`config.mk`:
```
export PLATFORM = sky130hd
export DESIGN_NAME = csr_rmw_sequencer
export DESIGN_NICKNAME = d
export VERILOG_FILES = /design/src/rtl/csr_rmw_sequencer.sv
export SDC_FILE = /design/constraint.sdc
export NUM_CORES = 1
export LEC_CHECK = 0
export CORE_AREA = 2 2 153 155
export CTS_BUF_LIST = sky130_fd_sc_hd__clkbuf_16
export DETAILED_ROUTE_END_ITERATION = 8
export DIE_AREA = 0 0 155 157
export HOLD_SLACK_MARGIN = 0.1
export MAX_ROUTING_LAYER = met4
export PLACE_DENSITY = 0.82
export RECOVER_POWER = 100
export SLEW_MARGIN = 20
export SYNTH_ARGS = -nofsm -noshare
export SYNTH_HDL_FRONTEND = slang
export SYNTH_SLANG_ARGS = --single-unit
```
`constraint.sdc`:
```
create_clock -name clk -period 2.6 [get_ports clk]
set_input_delay 0.52 -clock clk [delete_from_list [all_inputs] [get_ports clk]]
set_output_delay 0.52 -clock clk [all_outputs]
set_load 0.005 [all_outputs]
```
`src/rtl/csr_rmw_sequencer.sv`:
```
// Zicsr read-modify-write sequencer: arbitrates requesters onto a single-port
// CSR storage, performs the RW/RS/RC update, applies privilege/read-only checks
// and returns the old CSR value.
module csr_rmw_sequencer #(
  parameter  int XLEN = 64,
  parameter  int NREQ = 2,
  localparam int IDW  = (NREQ > 1) ? $clog2(NREQ) : 1
) (
  input  logic                 clk,
  input  logic                 rst_n,
  input  logic [NREQ-1:0]      req_valid,
  output logic [NREQ-1:0]      req_ready,
  input  logic [NREQ*3-1:0]    req_op,
  input  logic [NREQ*12-1:0]   req_addr,
  input  logic [NREQ*5-1:0]    req_src,
  input  logic [NREQ*XLEN-1:0] req_rs1_val,
  input  logic [NREQ-1:0]      req_rd_zero,
  input  logic [1:0]           cur_priv,
  output logic                 csr_rd_en,
  output logic [11:0]          csr_addr,
  input  logic [XLEN-1:0]      csr_rd_data,
  input  logic                 csr_absent,
  output logic                 csr_wr_en,
  output logic [XLEN-1:0]      csr_wr_data,
  output logic                 resp_valid,
  output logic [IDW-1:0]       resp_id,
  output logic [XLEN-1:0]      resp_rd_data,
  output logic                 resp_illegal,
  input  logic                 resp_ready
);

  typedef enum logic [2:0] {
    IDLE   = 3'd0,
    READ   = 3'd1,
    MODIFY = 3'd2,
    WRITE  = 3'd3,
    RESP   = 3'd4
  } state_t;

  state_t          state, state_nxt;
  logic [IDW-1:0]  rr_ptr;
  logic [IDW-1:0]  id_q;
  logic [2:0]      op_q;
  logic [11:0]     addr_q;
  logic [4:0]      src_q;
  logic [XLEN-1:0] rs1_q;
  logic            skip_rd_q;
  logic            wr_req_q;
  logic            illegal_q;
  logic [XLEN-1:0] old_q;

  logic            any_valid;
  logic [IDW-1:0]  gnt_idx;
  logic [IDW-1:0]  cand;
  logic [2:0]      sel_op;
  logic [11:0]     sel_addr;
  logic [4:0]      sel_src;
  logic [XLEN-1:0] sel_rs1;
  logic            sel_rd_zero;
  logic            sel_rw_form;
  logic            sel_wr_req;
  logic            sel_fail;
  logic            accept;
  logic [XLEN-1:0] operand;
  logic [XLEN-1:0] new_val;

  // Round-robin pick: first valid port starting at rr_ptr, wrapping around.
  always_comb begin
    any_valid = 1'b0;
    gnt_idx   = '0;
    cand      = rr_ptr;
    for (int i = 0; i < NREQ; i++) begin
      if (!any_valid && req_valid[cand]) begin
        any_valid = 1'b1;
        gnt_idx   = cand;
      end
      cand = (cand == IDW'(NREQ - 1)) ? '0 : cand + 1'b1;
    end
  end

  // Select the winning port's fields and evaluate the accept-time legality checks.
  always_comb begin
    sel_op      = '0;
    sel_addr    = '0;
    sel_src     = '0;
    sel_rs1     = '0;
    sel_rd_zero = 1'b0;
    for (int i = 0; i < NREQ; i++) begin
      if (gnt_idx == IDW'(i)) begin
        sel_op      = req_op[i*3 +: 3];
        sel_addr    = req_addr[i*12 +: 12];
        sel_src     = req_src[i*5 +: 5];
        sel_rs1     = req_rs1_val[i*XLEN +: XLEN];
        sel_rd_zero = req_rd_zero[i];
      end
    end
    sel_rw_form = (sel_op[1:0] == 2'b01);
    sel_wr_req  = sel_rw_form || (sel_src != 5'd0);
    sel_fail    = (sel_addr[9:8] > cur_priv) ||
                  ((sel_addr[11:10] == 2'b11) && sel_wr_req);
    accept      = (state == IDLE) && any_valid;
  end

  // Compute the value to write back from the captured old value.
  always_comb begin
    operand = op_q[2] ? {{(XLEN-5){1'b0}}, src_q} : rs1_q;
    case (op_q[1:0])
      2'b01:   new_val = operand;
      2'b10:   new_val = old_q | operand;
      2'b11:   new_val = old_q & ~operand;
      default: new_val = old_q;
    endcase
  end

  // State register, arbitration pointer and per-op context.
  always_ff @(posedge clk or negedge rst_n) begin
    if (!rst_n) begin
      state     <= IDLE;
      rr_ptr    <= '0;
      id_q      <= '0;
      op_q      <= '0;
      addr_q    <= '0;
      src_q     <= '0;
      rs1_q     <= '0;
      skip_rd_q <= 1'b0;
      wr_req_q  <= 1'b0;
      illegal_q <= 1'b0;
      old_q     <= '0;
    end else begin
      state <= state_nxt;
      if (accept) begin
        rr_ptr    <= (gnt_idx == IDW'(NREQ - 1)) ? '0 : gnt_idx + 1'b1;
        id_q      <= gnt_idx;
        op_q      <= sel_op;
        addr_q    <= sel_addr;
        src_q     <= sel_src;
        rs1_q     <= sel_rs1;
        skip_rd_q <= sel_rw_form && sel_rd_zero;
        wr_req_q  <= sel_wr_req;
        illegal_q <= sel_fail;
        old_q     <= '0;
      end else if (state == MODIFY) begin
        if (csr_absent) begin
          illegal_q <= 1'b1;
          old_q     <= '0;
        end else begin
          old_q <= skip_rd_q ? '0 : csr_rd_data;
        end
      end
    end
  end

  // Next-state logic and all output strobes.
  always_comb begin
    state_nxt    = state;
    req_ready    = '0;
    csr_rd_en    = 1'b0;
    csr_addr     = '0;
    csr_wr_en    = 1'b0;
    csr_wr_data  = '0;
    resp_valid   = 1'b0;
    resp_id      = '0;
    resp_rd_data = '0;
    resp_illegal = 1'b0;
    case (state)
      IDLE: begin
        if (any_valid) begin
          req_ready[gnt_idx] = 1'b1;
          state_nxt          = sel_fail ? RESP : READ;
        end
      end
      READ: begin
        csr_addr  = addr_q;
        csr_rd_en = !skip_rd_q;
        state_nxt = MODIFY;
      end
      MODIFY: begin
        state_nxt = csr_absent ? RESP : WRITE;
      end
      WRITE: begin
        csr_addr  = addr_q;
        if (wr_req_q) begin
          csr_wr_en   = 1'b1;
          csr_wr_data = new_val;
        end
        state_nxt = RESP;
      end
      RESP: begin
        resp_valid   = 1'b1;
        resp_id      = id_q;
        resp_rd_data = old_q;
        resp_illegal = illegal_q;
        if (resp_ready) state_nxt = IDLE;
      end
      default: state_nxt = IDLE;
    endcase
  end

endmodule
```
# Yosys cells after proc, flatten, opt, wreduce, memory -nomap -nowiden
# Index checks and enable logic that the tools add are counted.
[classes] magnitude_cmp=5 n_reduce_logical=16 add_sub_neg=2 n_mux=43 div=0 bitwise_logic=3 shifts=0 eq_ne=11 mul=0
[ops] op="2-to-1 mux 64 bit" count=9
[ops] op="case mux 64 bit (3 select lines)" count=1
[ops] op="bitwise AND 64 bit" count=1
[ops] op="NOT 64 bit" count=1
[ops] op="bitwise OR 64 bit" count=1
[ops] op="2-to-1 mux 12 bit" count=2
[ops] op="2-to-1 mux 1 bit" count=21
[ops] op="2-to-1 mux 3 bit" count=5
[ops] op="case mux 3 bit (5 select lines)" count=1
[ops] op="equality test 2 bit, second input constant" count=3
[ops] op="equality test 3 x 2 -> 1 bit, second input constant" count=2
[ops] op="less-than comparator 1 x 2 -> 1 bit, second input constant" count=3
[ops] op="logical AND 1 bit" count=5
[ops] op="2-to-1 mux 5 bit" count=1
[ops] op="nonzero test 5 bit" count=1
[ops] op="equality test 2 x 1 -> 1 bit, second input constant" count=2
[ops] op="2-to-1 mux 2 bit" count=2
[ops] op="!= test 2 bit, second input constant" count=2
[ops] op="AND reduction 2 bit" count=2
[ops] op="nonzero test 2 bit" count=2
[ops] op="equality test 3 x 1 -> 1 bit, second input constant" count=1
[ops] op="equality test 3 bit, second input constant" count=1
[ops] op="zero test 3 bit" count=1
[ops] op="adder 1 bit, second input constant" count=2
[ops] op="6 further kinds" count=8
[word_totals] ff_bits=156 mem_bits_ro=0 latchBits=0 ram_bits=0 word_cells=91 inputBits=242 mem_count=0

# Longest topological paths before layout
# Gate-level depths: netlist of the first run.
[logic_depth] depth_word=14 mapped_depth=9 ltp_nobuf=8

# Worst setup path before layout of the first run
# Ideal clock, no wire load.
[synth_path] path_kind="input to register" startpoint="in req_valid[0]" endpoint="reg illegal_q" arrival_ns=2.296 path_buffers=1 cell_stages=9 setup_time_ns=0.126 path_slack_ns=0.178 cell_sequence="nor2b_1 nor2b_1 clkbuf_1 mux2_2 ha_1 nor2b_1 o21ai_0 o31ai_1 o32a_1"
[synth_lines] element="from (decl)" line="11" rtl="input logic [NREQ-1:0] req_valid,"
[synth_lines] element="2-to-1 mux 1 bit (implied by the code) (2 in series)" line="73" rtl="if (!any_valid && req_valid[cand]) begin"
[synth_lines] element="2-to-1 mux 1 bit" line="73"
[synth_lines] element="zero test 1 bit" line="73"
[synth_lines] element="logical AND 1 bit" line="73"
[synth_lines] element="2-to-1 mux 1 bit (*)" line="73"
[synth_lines] element="2-to-1 mux 12 bit (*)" line="89" rtl="if (gnt_idx == IDW'(i)) begin"
[synth_lines] element="net sel_addr[9]" line="56" rtl="logic [11:0] sel_addr;"
[synth_lines] element="> comparator 2 bit (*)" line="99" rtl="sel_fail = (sel_addr[9:8] > cur_priv) ||"
[synth_lines] element="logical OR 1 bit (*)" line="99"
[synth_lines] element="2-to-1 mux 1 bit (*)" line="131" rtl="if (accept) begin"
[synth_lines] element="to (signal assigned)" line="140" rtl="illegal_q <= sel_fail;"
[synth_lines] element="to (decl)" line="49" rtl="logic illegal_q;"
# Mark *: on every way through the listed nets, which the timed path passes. The rest lies on a longest branch. The select of a mux whose other input is x is not followed.
# A chain may end at the register's enable or synchronous reset.

# Worst setup path in the final report of the first run
[layout_path] startpoint="reg op_q[1]" endpoint="out csr_wr_data[62]"
[layout_via] elab_chain_len=4
[layout_rtl] element="from (decl)" line="43" rtl="logic [2:0] op_q;"
[layout_rtl] element="from (signal assigned)" line="134" rtl="op_q <= sel_op;"
[layout_rtl] element="equality test 2 bit / equality test 2 x 1 -> 1 bit (equally long branches)" line="107" rtl="case (op_q[1:0])"
[layout_rtl] element="case mux 64 bit (3 select lines) (*)" line="107"
[layout_rtl] element="2-to-1 mux 64 bit (*)" line="182" rtl="if (wr_req_q) begin"
[layout_rtl] element="2-to-1 mux 64 bit (*)" line="165" rtl="case (state)"
[layout_rtl] element="to (decl)" line="24" rtl="output logic [XLEN-1:0] csr_wr_data,"
# Every way passes the cells marked *; elsewhere a longest branch is shown, timed or not.

==> results by group, run 1 <==
Layout
  • Multi-input gate area: 5288 sq um
  • Area grow syn2layout: 62.85%
  • Design Area, Final: 15070 sq um
  • Layout cells sized above 1: 20.58%
  • Fillers: 1829
  • Fin nets: 1737
  • Reg area: 3914 sq um

Drt
  • Routed met2 length: 19.04 mm
  • Drc violations: 0
  • Avg Vias per Cell: 5.778
  • Routed wl met3: 3.031 mm
  • Drt pass-1 iters: 8
  • WL/cell: 21.47 um
  • Routed via count: 10360
  • Antenna violation net count after detailed routing: 0
  • Initial DRC count: 863
  • DR top layer: met4
  • Total wire length: 38.47 mm
  • Post-Route M1 WL: 14.74 mm

Pwr
  • Worst VDD drop: 0.0005893 V
  • Leakage: 7.106 nW
  • Overall power: 16.69 mW
  • Sequential Power Share: 28.3%
  • NetSw: 6.846 mW
  • Comb pwr share: 56.7%
  • Cell internal pwr: 9.843 mW
  • Switching share of power: 41.02%
  • Pwr/cell area: 1108 nW/um^2
  • Power share of the clock group: 15.0%

Global route
  • Gr ovfl total: 0
  • Largest net degree at the start of global routing: 75
  • Vias in the first global route: 10240
  • First-pass GRT wire length: 56.82 mm
  • Initial antenna violation count: 1
  • All-Layer GR Usage: 31.17%

Synth
  • Post-Syn Area per Cell: 8.503 sq um
  • Commonest cells post-synth: 287 x nand2_1, 156 x dfrtp_1, 77 x and2_1
  • Post-synth EDFFs: 0
  • Most frequent cell after synthesis: nand2_1
  • Synth async-reset ratio: 100.0%
  • Warnings from Yosys: 0
  • Most area-consuming cells after synthesis: dfrtp_1 42%, nand2_1 12%, o221a_2 7.5%, a22o_1 6.1%, a22oi_1 6.0%
  • #FFs+latches synth: 156
  • Syn Inst Count: 1088
  • Sequential share of the synthesized area: 42.20%
  • Yosys cell types: 37
  • Most used DFF post-synth: dfrtp_1
  • Cell area after synthesis: 9251 sq um
  • Yosys top cell area share: 42.20%
  • Yosys top cell by area: dfrtp_1
  • Mapped Nets: 1332

STA
  • Final worst slack: -0.2000 ns
  • Period minus WS final: 2.800 ns
  • Fmax achieved: 357.1 MHz
  • Slew Limit Fails: 0
  • Hold Fails Final Rpt: 0
  • Clock skew: 0.01933 ns
  • Unrepaired setup endpoints after global routing: yes
  • Worst-Margin Slew: 1.291 ns
  • Tcrit/Tclk final: 107.7%
  • Setup violations, final: 5
  • Slew HR: 13.92%

Place
  • Post-Place Setup Slack: -0.2143 ns
  • Port bufs: 388
  • RePlAce Congestion: 0.9094
  • HPWL Detailed: 23.89 mm
  • Placed Area: 13570 sq um

Floorplanning
  • Die Y-Extent: 157 um
  • Core area: 22500 sq um
  • Initial Util: 41.11%
  • Rows: 55
  • Die Wd: 155 um
  • DIE AREA: 24340 sq um
  • I/O pin count: 389

Clock network
  • Clk Tree Root Cell: clkbuf_16
  • Maximum clock path buffer count: 2
  • Clk slew on worst S/H paths: 0.07 ns
  • H-tree depth: 4
  • Worst skew pair latency: 0.43 ns
  • # clock sinks: 156
  • TritonCTS clock tree: built
  • CTS buffer count: 17

Setup path
  • CP max-delay cell: clkdlybuf4s50_1
  • R2r startpoint: state[1]
  • WS Path Type: register to output port
  • Sequence of cells on the critical path: buf_6 > inv_1 > o21ai_1 > nand2_1 > a21oi_1 > clkdlybuf4s50_1
  • CP startpoint: op_q[1]
  • End of the critical path: csr_wr_data[62]
  • CP max FO: 30
  • Slowest stage delay, CP: 0.54 ns
  • Crit start category: register
  • Nature of the critical path endpoint: output port
  • Arr. time, crit path: 2.28 ns
  • Setup slack, reg-to-reg: 0.31 ns
  • Worst EP required: 2.08 ns
  • Depth of the worst register-to-register path: 7
  • RR Endpoint: op_q[2]

Hold path
  • Worst min path class: register to register
  • Min-delay src: id_q

Run
  • MaxCap Viol Count: 0

Status
  • Failing checks: negative setup slack
  • Outcome: finished with violations
==> logic make-up after synthesis <==
group           count (synthesis)  synth area share [%]
compound gates                294                 24.95
fa+ha+maj                       2                0.2704
buf+inv                       100                 4.977
flops                         156                 42.20
mux                            19                 2.150
simple gates                  517                 25.45
==> placed cells by master (no fill, tap or decap), types with 5 or more instances in the layout <==
| master | instances |
|---|---|
| nand2_1 | 284 |
| clkdlybuf4s50_1 | 273 |
| dfrtp_1 | 150 |
| and2_1 | 75 |
| a22oi_1 | 74 |
| a21oi_1 | 65 |
| a22o_1 | 64 |
| nor2_1 | 62 |
| o221a_2 | 60 |
| dlygate4sd2_1 | 50 |
| buf_4 | 43 |
| nor2b_4 | 30 |
| clkbuf_2 | 26 |
| nor2b_2 | 25 |
| dlymetal6s2s_1 | 24 |
| clkbuf_16 | 20 |
| buf_12 | 18 |
| o21ai_0 | 17 |
| mux2i_1 | 12 |
| nor2b_1 | 11 |
| buf_2 | 10 |
| buf_8 | 9 |
| inv_1 | 7 |
| nor2_2 | 7 |
| mux2_2 | 6 |
| buf_16 | 6 |
| buf_6 | 6 |
| dfrtp_2 | 5 |
==> cell type report <==
type	count	area share, %
multi-input combinational	832	35.10
timing repair buffer	479	32.53
sequential	156	25.98
clock buffer	17	2.824
tap	285	2.367
clock inverter	15	1.013
inverter	7	0.1744
antenna	1	0.01661
==> how the worst min path moves through the flow <==
stage,slack (ns),to,depth (start not counted)
after floorplan,0.22,addr_q[0],0
after detailed placement,0.46,id_q,1
after CTS,0.48,id_q,1
after global routing,0.51,id_q,1
after global placement,0.45,id_q,1
final,0.48,id_q,1
==> what timing repair did <==
item,CTS,global route
endpoints found under the hold margin,45,0
gates cloned,10,4
gates resized for setup,174,172
pin swaps,2,3
endpoints found under the setup margin,133,79
hold buffers,1,0
buffers inserted,19,21
==> power by group through the flow <==
stage | Combinational, mW | Sequential (mW) | Clock, mW
finish | 9.46 | 4.72 | 2.51
global route | 10.2 | 4.86 | 2.65
CTS | 8.69 | 4.63 | 2.54
detailed placement | 7.62 | 4.64 | 0
global placement | 7.39 | 4.59 | 0
floorplan | 5.18 | 4.26 | 0
==> worst max-delay path: cells and delay by family (launching register included) <==
| family | cells | cell delay [ns] |
|---|---|---|
| AND/OR/NAND/NOR | 1 | 0.09 |
| AO/OA/AOI/OAI | 2 | 0.39 |
| flip-flops | 1 | 0.46 |
| buffers and inverters | 3 | 0.90 |
==> layer usage <==
| layer | vias to the layer above | global-route usage [%] |
|---|---|---|
| li1 | 4636 | - |
| met1 | 5008 | 37.07 |
| met2 | 599 | 52.25 |
| met3 | 112 | 6.140 |
| met4 | 0 | 12.52 |
| met5 | - | - |
==> flip-flops by register name (all words and copies together) (netlist names), 3 cells and up <==
register	cells
addr_q	12
old_q	64
op_q	3
rs1_q	64
src_q	5
state	3
==> per-stage QoR <==
| stage | hold slack, ns | util (%) | TNS (ns) | std cells |
|---|---|---|---|---|
| final | 0.4762 | 66.95 | -0.5290 | 1792 |
| after global routing | 0.5110 | 66.95 | -5.346 | 1792 |
| after CTS | 0.4758 | 65.43 | -5.364 | 1770 |
| after detailed placement | 0.4593 | 60.28 | -0.5198 | 1708 |
| after global placement | 0.4517 | 60.28 | -0.3549 | 1708 |
| after floorplan | 0.2244 | - | 0 | 1088 |
Note: power is estimated with default switching activity, not from simulation.
==> inputs of run 2 (changes only) <==
- PLACE_DENSITY: 0.82 -> 0.77
==> run 2 against run 1 <==
The flow still finishes with violations (negative setup slack); design area decreased by 1.6%; power fell by 4.8%; utilization fell by 1.1 points; fmax fell by 2.5%; sequential power down 1%; first-iteration DRC count fell by 4.1%; combinational power fell by 7.1%; global-route usage decreased by 1.3 points; routed wire length decreased by 0.17%; register-to-register slack got worse by 0.21 ns; critical path type unchanged; largest power group unchanged.
==> results by group, run 2 (synthesized netlist as in run 1, its figures left out) <==
Status
  • Outcome: finished with violations
  • Failing checks: negative setup slack

STA
  • Tcrit/Tclk final: 110.4% (+2.7 points)
  • Worst-Margin Slew: 1.267 ns (-0.02452 ns)
  • Setup violations, final: 73 (+68)
  • Hold Fails Final Rpt: 0 (unchanged)
  • Unrepaired setup endpoints after global routing: yes
  • Fmax achieved: 348.4 MHz (-2.5%)
  • Slew Limit Fails: 0 (unchanged)
  • Period minus WS final: 2.871 ns (+0.07049 ns)
  • Clock skew: 0.01190 ns (-0.007437 ns)
  • Final worst slack: -0.2705 ns (-0.07049 ns)
  • Slew HR: 15.55% (+1.6 points)

Drt
  • WL/cell: 21.48 um (about the same)
  • Initial DRC count: 828 (-4.1%)
  • Drt pass-1 iters: 8 (unchanged)
  • Total wire length: 38.40 mm (-0.17%)
  • Antenna violation net count after detailed routing: 0 (unchanged)
  • Drc violations: 0 (unchanged)
  • Avg Vias per Cell: 5.725 (-0.93%)
  • Routed via count: 10240 (-1.1%)

Layout
  • Fin nets: 1731 (-0.35%)
  • Fin util: 65.86% (-1.1 points)
  • Area grow syn2layout: 60.20%
  • Fillers: 1827 (-0.11%)
  • Most frequent cells in the layout: 287 x nand2_1, 283 x clkdlybuf4s50_1, 151 x dfrtp_1
  • Layout cells sized above 1: 15.80% (-4.8 points)
  • Largest regs: old_q: 64 flops, rs1_q: 64 flops, addr_q: 12 flops
  • Most common cell after layout, fill and taps aside: nand2_1

Pwr
  • Worst VDD drop: 0.0006211 V (+5.4%)
  • Leakage: 7.268 nW (+2.3%)
  • Pwr/cell area: 1072 nW/um^2 (-3.2%)
  • Overall power: 15.89 mW (-4.8%)

Clock network
  • Maximum clock path buffer count: 2 (unchanged)
  • H-tree depth: 4 (unchanged)
  • CTS buffer count: 17 (unchanged)
  • # clock sinks: 156 (unchanged)
  • Worst skew pair latency: 0.43 ns (about the same)
  • Clk Tree Root Cell: clkbuf_16
  • TritonCTS clock tree: built
  • Clk slew on worst S/H paths: 0.06 ns (about the same)

Setup path
  • CP max-delay cell: clkdlybuf4s50_1
  • WS Path Type: register to output port
  • Nature of the critical path endpoint: output port
  • Crit start category: register
  • Setup slack, reg-to-reg: 0.10 ns (-0.21 ns)
  • Arr. time, crit path: 2.35 ns (+0.07 ns)
  • Worst EP required: 2.08 ns (about the same)
  • CP max FO: 36 (+20%)
  • Sequence of cells on the critical path: buf_12 > nor2b_2 > a21oi_1 > o221a_2 > nor2_1 > clkdlybuf4s50_1
  • Slowest stage delay, CP: 0.51 ns (-0.03 ns)

Place
  • Post-Place Setup Slack: -0.2161 ns (-0.001811 ns)
  • Port bufs: 388 (unchanged)
  • RePlAce Congestion: 0.8726 (-4.0%)
  • HPWL Detailed: 24.31 mm (+1.8%)

Floorplanning
  • Rows: 55 (unchanged)
  • DIE AREA: 24340 sq um (unchanged)
  • Die Wd: 155 um (unchanged)
  • I/O pin count: 389 (unchanged)
  • Core area: 22500 sq um (unchanged)
  • Die Y-Extent: 157 um (unchanged)
  • Initial Util: 41.11% (unchanged)

Global route
  • Vias in the first global route: 9665 (-5.6%)
  • Largest net degree at the start of global routing: 57 (-24%)
  • First-pass GRT wire length: 54.45 mm (-4.2%)
  • Gr ovfl total: 0 (unchanged)
  • All-Layer GR Usage: 29.89% (-1.3 points)
  • Initial antenna violation count: 3 (+2)

Run
  • MaxCap Viol Count: 0 (unchanged)

Hold path
  • Worst min path class: register to register
[run 2: cell types whose count changed in the layout (fill, tap and decap cells not counted), moves of 7 or more]
cell / before / now
buf_4: 43 / 28
nor2b_4: 30 / 7
clkbuf_1: 1 / 13
nor2_1: 62 / 69
dlymetal6s2s_1: 24 / 52
buf_2: 10 / 1
dlygate4sd2_1: 50 / 23
clkbuf_2: 26 / 17
clkdlybuf4s50_1: 273 / 283
nor2b_1: 11 / 20
nor2b_2: 25 / 39
clkdlybuf4s15_1: 4 / 13
[run 2: final cells by class]
class	instances	area, sq um	share of cell area, %
Tap cell	285	356.6	2.406
Sequential cell	156	3913	26.40
Inverter	7	26.28	0.1773
Clock inverter	15	126.4	0.8527
Timing Repair Buffer	473	4925	33.23
Multi-Input combinational cell	832	5041	34.01
Antenna cell	3	7.507	0.05065
Clock buffer	17	425.4	2.870
[run 2: through the flow]
stage          hold WS (ns)  cells  TNS, ns  cell area (sq um)
6_report             0.4717   1788   -10.02              14820
3_5_place_dp         0.4651   1711  -0.5241              13590
3_3_place_gp         0.4508   1711  -0.4184              13590
4_1_cts              0.4794   1760   -7.148              14500
5_1_grt              0.5038   1787   -18.45              14820
2_1_floorplan        0.2244   1088        0               9251
[run 2: path summary, 6_finish.rpt]
path	depth (start not counted)	start	end
setup / recovery	6	op_q[2]	csr_wr_data[11]
hold / removal	1	id_q	id_q
setup reg to reg	7	state[1]	illegal_q
hold reg to reg	1	id_q	id_q
max in group asynchronous	3	rst_n	op_q[2]
min in group asynchronous	2	rst_n	addr_q[3]
[run 2: what timing repair did]
action | 4_1_cts | 5_1_grt
hold endpoints to repair | 44 | 0
endpoints found under the setup margin | 135 | 95
gates resized for setup | 113 | 133
pin swaps | 1 | 2
cloned | 7 | 9
hold buffers | 1 | 0
buffers inserted | 9 | 17
[run 2: report_power, final]
part,total (mW),internal (mW),switching [mW]
logic,8.79,4.40,4.39
registers,4.67,3.65,1.03
clock network,2.42,1.32,1.11
total,15.9,9.37,6.52
[run 2: critical path, delay by kind of cell (launching register included)]
kind	cells	cell delay (ns)
flops	1	0.45
buf+inv	2	0.71
simple gates	2	0.32
compound gates	2	0.40
[run 2: routing by layer]
metal  wire length (um)  part of all wire (%)  up-vias  global-route usage, %
met4               1370                   3.6        0                  12.74
met2              18850                    49      547                  49.12
met5                  0                     0        -                      -
met1              15330                    40     4982                  36.35
met3               2860                   7.4       85                  5.452
li1                   -                     -     4622                      -
==> inputs of run 3 (changes only) <==
- CORE_AREA: 2 2 153 155 -> unset
- CORE_ASPECT_RATIO: unset -> 1.4
- CORE_MARGIN: unset -> 4
- CORE_UTILIZATION: unset -> 44
- DIE_AREA: 0 0 155 157 -> unset
- PLACE_DENSITY: 0.77 -> 0.82
==> run 3 against run 2 <==
Critical path type unchanged; global-route usage rose by 3.3 points; the flow still finishes with violations (negative setup slack); fmax is 6.7% higher; worst hold slack improved by 0.0081 ns; die area down 3.7%; register-to-register slack lost 0.05 ns; via count increased by 2.8%; sequential share of layout area is 0.092 points lower; combinational power grew 8.2%; flip-flop and latch count did not move; power up 5.6%.
==> results by group, run 3 (synthesized netlist as in run 1, its figures left out) <==
Run
  • MaxCap Viol Count: 0 (unchanged)

Drt
  • Initial DRC count: 899 (+8.6%)
  • Drc violations: 0 (unchanged)
  • Avg Vias per Cell: 5.960 (+4.1%)
  • Antenna violation net count after detailed routing: 0 (unchanged)
  • Total wire length: 40.69 mm (+6.0%)
  • WL/cell: 23.04 um (+7.3%)
  • Drt pass-1 iters: 5 (-3)
  • Routed via count: 10530 (+2.8%)

Clock network
  • Worst skew pair latency: 0.43 ns (about the same)
  • Clk Tree Root Cell: clkbuf_16
  • TritonCTS clock tree: built
  • Maximum clock path buffer count: 2 (unchanged)
  • H-tree depth: 4 (unchanged)
  • # clock sinks: 156 (unchanged)
  • CTS buffer count: 17 (unchanged)
  • Clk slew on worst S/H paths: 0.08 ns (+0.02 ns)

Pwr
  • Leakage: 7.124 nW (-2.0%)
  • Worst VDD drop: 0.0005910 V (-4.9%)
  • Pwr/cell area: 1129 nW/um^2 (+5.3%)

Global route
  • Gr ovfl total: 0 (unchanged)
  • All-Layer GR Usage: 33.17% (+3.3 points)
  • Initial antenna violation count: 6 (+3)
  • First-pass GRT wire length: 58.53 mm (+7.5%)
  • Largest net degree at the start of global routing: 75 (+32%)
  • Vias in the first global route: 10390 (+7.5%)

Setup path
  • Depth of the worst register-to-register path: 7 (unchanged)
  • Worst EP required: 2.08 ns (about the same)
  • CP max FO: 11 (-69%)
  • Arr. time, crit path: 2.17 ns (-0.18 ns)
  • Crit start category: register
  • WS Path Type: register to output port
  • Nature of the critical path endpoint: output port
  • Setup slack, reg-to-reg: 0.05 ns (-0.05 ns)
  • RR Endpoint: rs1_q[38]
  • R2r startpoint: state[2]

Layout
  • Layout cells sized above 1: 21.76% (+6.0 points)
  • Most frequent cells in the layout: 287 x nand2_1, 251 x clkdlybuf4s50_1, 153 x dfrtp_1
  • Most common cell after layout, fill and taps aside: nand2_1
  • Area grow syn2layout: 60.66%
  • Fin nets: 1734 (+0.17%)
  • Largest regs: old_q: 64 flops, rs1_q: 64 flops, addr_q: 12 flops
  • Finished Layout Cells: 1766 (-1.2%)
  • Design Area, Final: 14860 sq um (+0.29%)
  • Fin util: 72.03% (+6.2 points)

Place
  • Placed Area: 13510 sq um (-0.56%)
  • HPWL Detailed: 24.74 mm (+1.8%)
  • Post-Place Cells: 1675 (-2.1%)
  • Port bufs: 388 (unchanged)
  • RePlAce Congestion: 0.8827 (+1.2%)
  • Post-Place Setup Slack: -0.2722 ns (-0.05601 ns)

Hold path
  • Worst min path class: register to register
  • Hold Path Sink: addr_q[10]
  • WHS Path Cells: 2 (+1)
  • Min-delay src: addr_q[10]

Floorplanning
  • Die Y-Extent: 179.6 um (+14%)
  • Rows: 62 (+13%)
  • Die Wd: 130.6 um (-16%)
  • Core area: 20630 sq um (-8.3%)
  • Initial Util: 44.83% (+3.7 points)
  • DIE AREA: 23440 sq um (-3.7%)
  • I/O pin count: 389 (unchanged)

STA
  • Clock skew: 0.01301 ns (+0.001112 ns)
  • Worst-Margin Slew: 1.437 ns (+0.1700 ns)
  • Final worst slack: -0.08916 ns (+0.1813 ns)
  • Hold Fails Final Rpt: 0 (unchanged)
  • Slew HR: 4.220% (-11 points)
  • Hold WS: 0.4798 ns (+0.008138 ns)
  • Slew Limit Fails: 0 (unchanged)
  • Unrepaired setup endpoints after global routing: yes
  • Tcrit/Tclk final: 103.4% (-7.0 points)
  • Setup violations, final: 59 (-19%)
  • Fmax achieved: 371.9 MHz (+6.7%)
  • Period minus WS final: 2.689 ns (-0.1813 ns)

Status
  • Failing checks: negative setup slack
  • Outcome: finished with violations
-- run 3: changes by cell type in the layout (fill, tap and decap cells not counted), sizes merged, moves of 2 or more --
cell           delta
clkbuf           +36
clkdlybuf4s50    -32
dlymetal6s2s     -26
dlygate4sd2      +17
buf              +16
clkdlybuf4s15    -10
diode             +4
clkinvlp          -3
bufbuf            +2
dlymetal6s4s      -2
-- run 3: final cells by class --
cell class | instances | area [sq um]
flip-flops and latches | 156 | 3910
well taps | 256 | 320.3
clock buffers | 17 | 425.4
diodes | 7 | 17.52
clock inverters | 15 | 163.9
inverters | 7 | 26.28
repair buffers | 476 | 4720
fillers | 1572 | 5772
multi-input cells | 832 | 5280
-- run 3: worst max path at each step --
stage                             from         endpoint  slack (ns)  cells past startpoint
after floorplan           req_valid[0]        illegal_q        0.18                      9
after CTS                      op_q[1]  csr_wr_data[27]       -0.23                      6
after global placement    req_valid[0]        illegal_q       -0.21                      9
after detailed placement  req_valid[0]        illegal_q       -0.27                      9
after global routing           op_q[2]  csr_wr_data[11]       -0.16                      7
final                          op_q[2]  csr_wr_data[11]       -0.09                      7
-- run 3: routing by layer --
metal | track usage [%] | share of wire (%) | vias to the layer above
li1 | - | - | 4642
met1 | 39.56 | 37 | 5111
met2 | 52.81 | 49 | 632
met3 | 5.701 | 8.3 | 141
met4 | 17.99 | 5.6 | 0
met5 | - | 0 | -
-- run 3: worst max-delay path, cell delays in order (launching register included) --
cell and delay (ns):
dfrtp_2 0.48, buf_4 0.18, clkbuf_16 0.19, nor2b_2 0.17, a21oi_1 0.09, o221a_2 0.28
nor2_1 0.09, dlygate4sd2_1 0.26
-- run 3: per-stage QoR --
step	total power, mW	setup TNS (ns)
CTS	15.97	-2.317
global placement	11.97	-0.4890
finish	16.78	-2.057
floorplan	9.444	0
global route	17.69	-9.332
detailed placement	12.22	-0.6858
-- run 3: power breakdown --
part | internal, mW | switching (mW)
clock network | 1.43 | 1.12
registers | 3.64 | 1.06
logic | 4.80 | 4.71
total | 9.88 | 6.89
-- run 3: timing repair --
action / in CTS / in global routing
pin swaps: 2 / 3
gates resized for setup: 214 / 200
setup endpoints to repair: 134 / 95
setup buffers: 20 / 16
hold buffers: 1 / 0
gates cloned: 9 / 6
endpoints found under the hold margin: 53 / 0
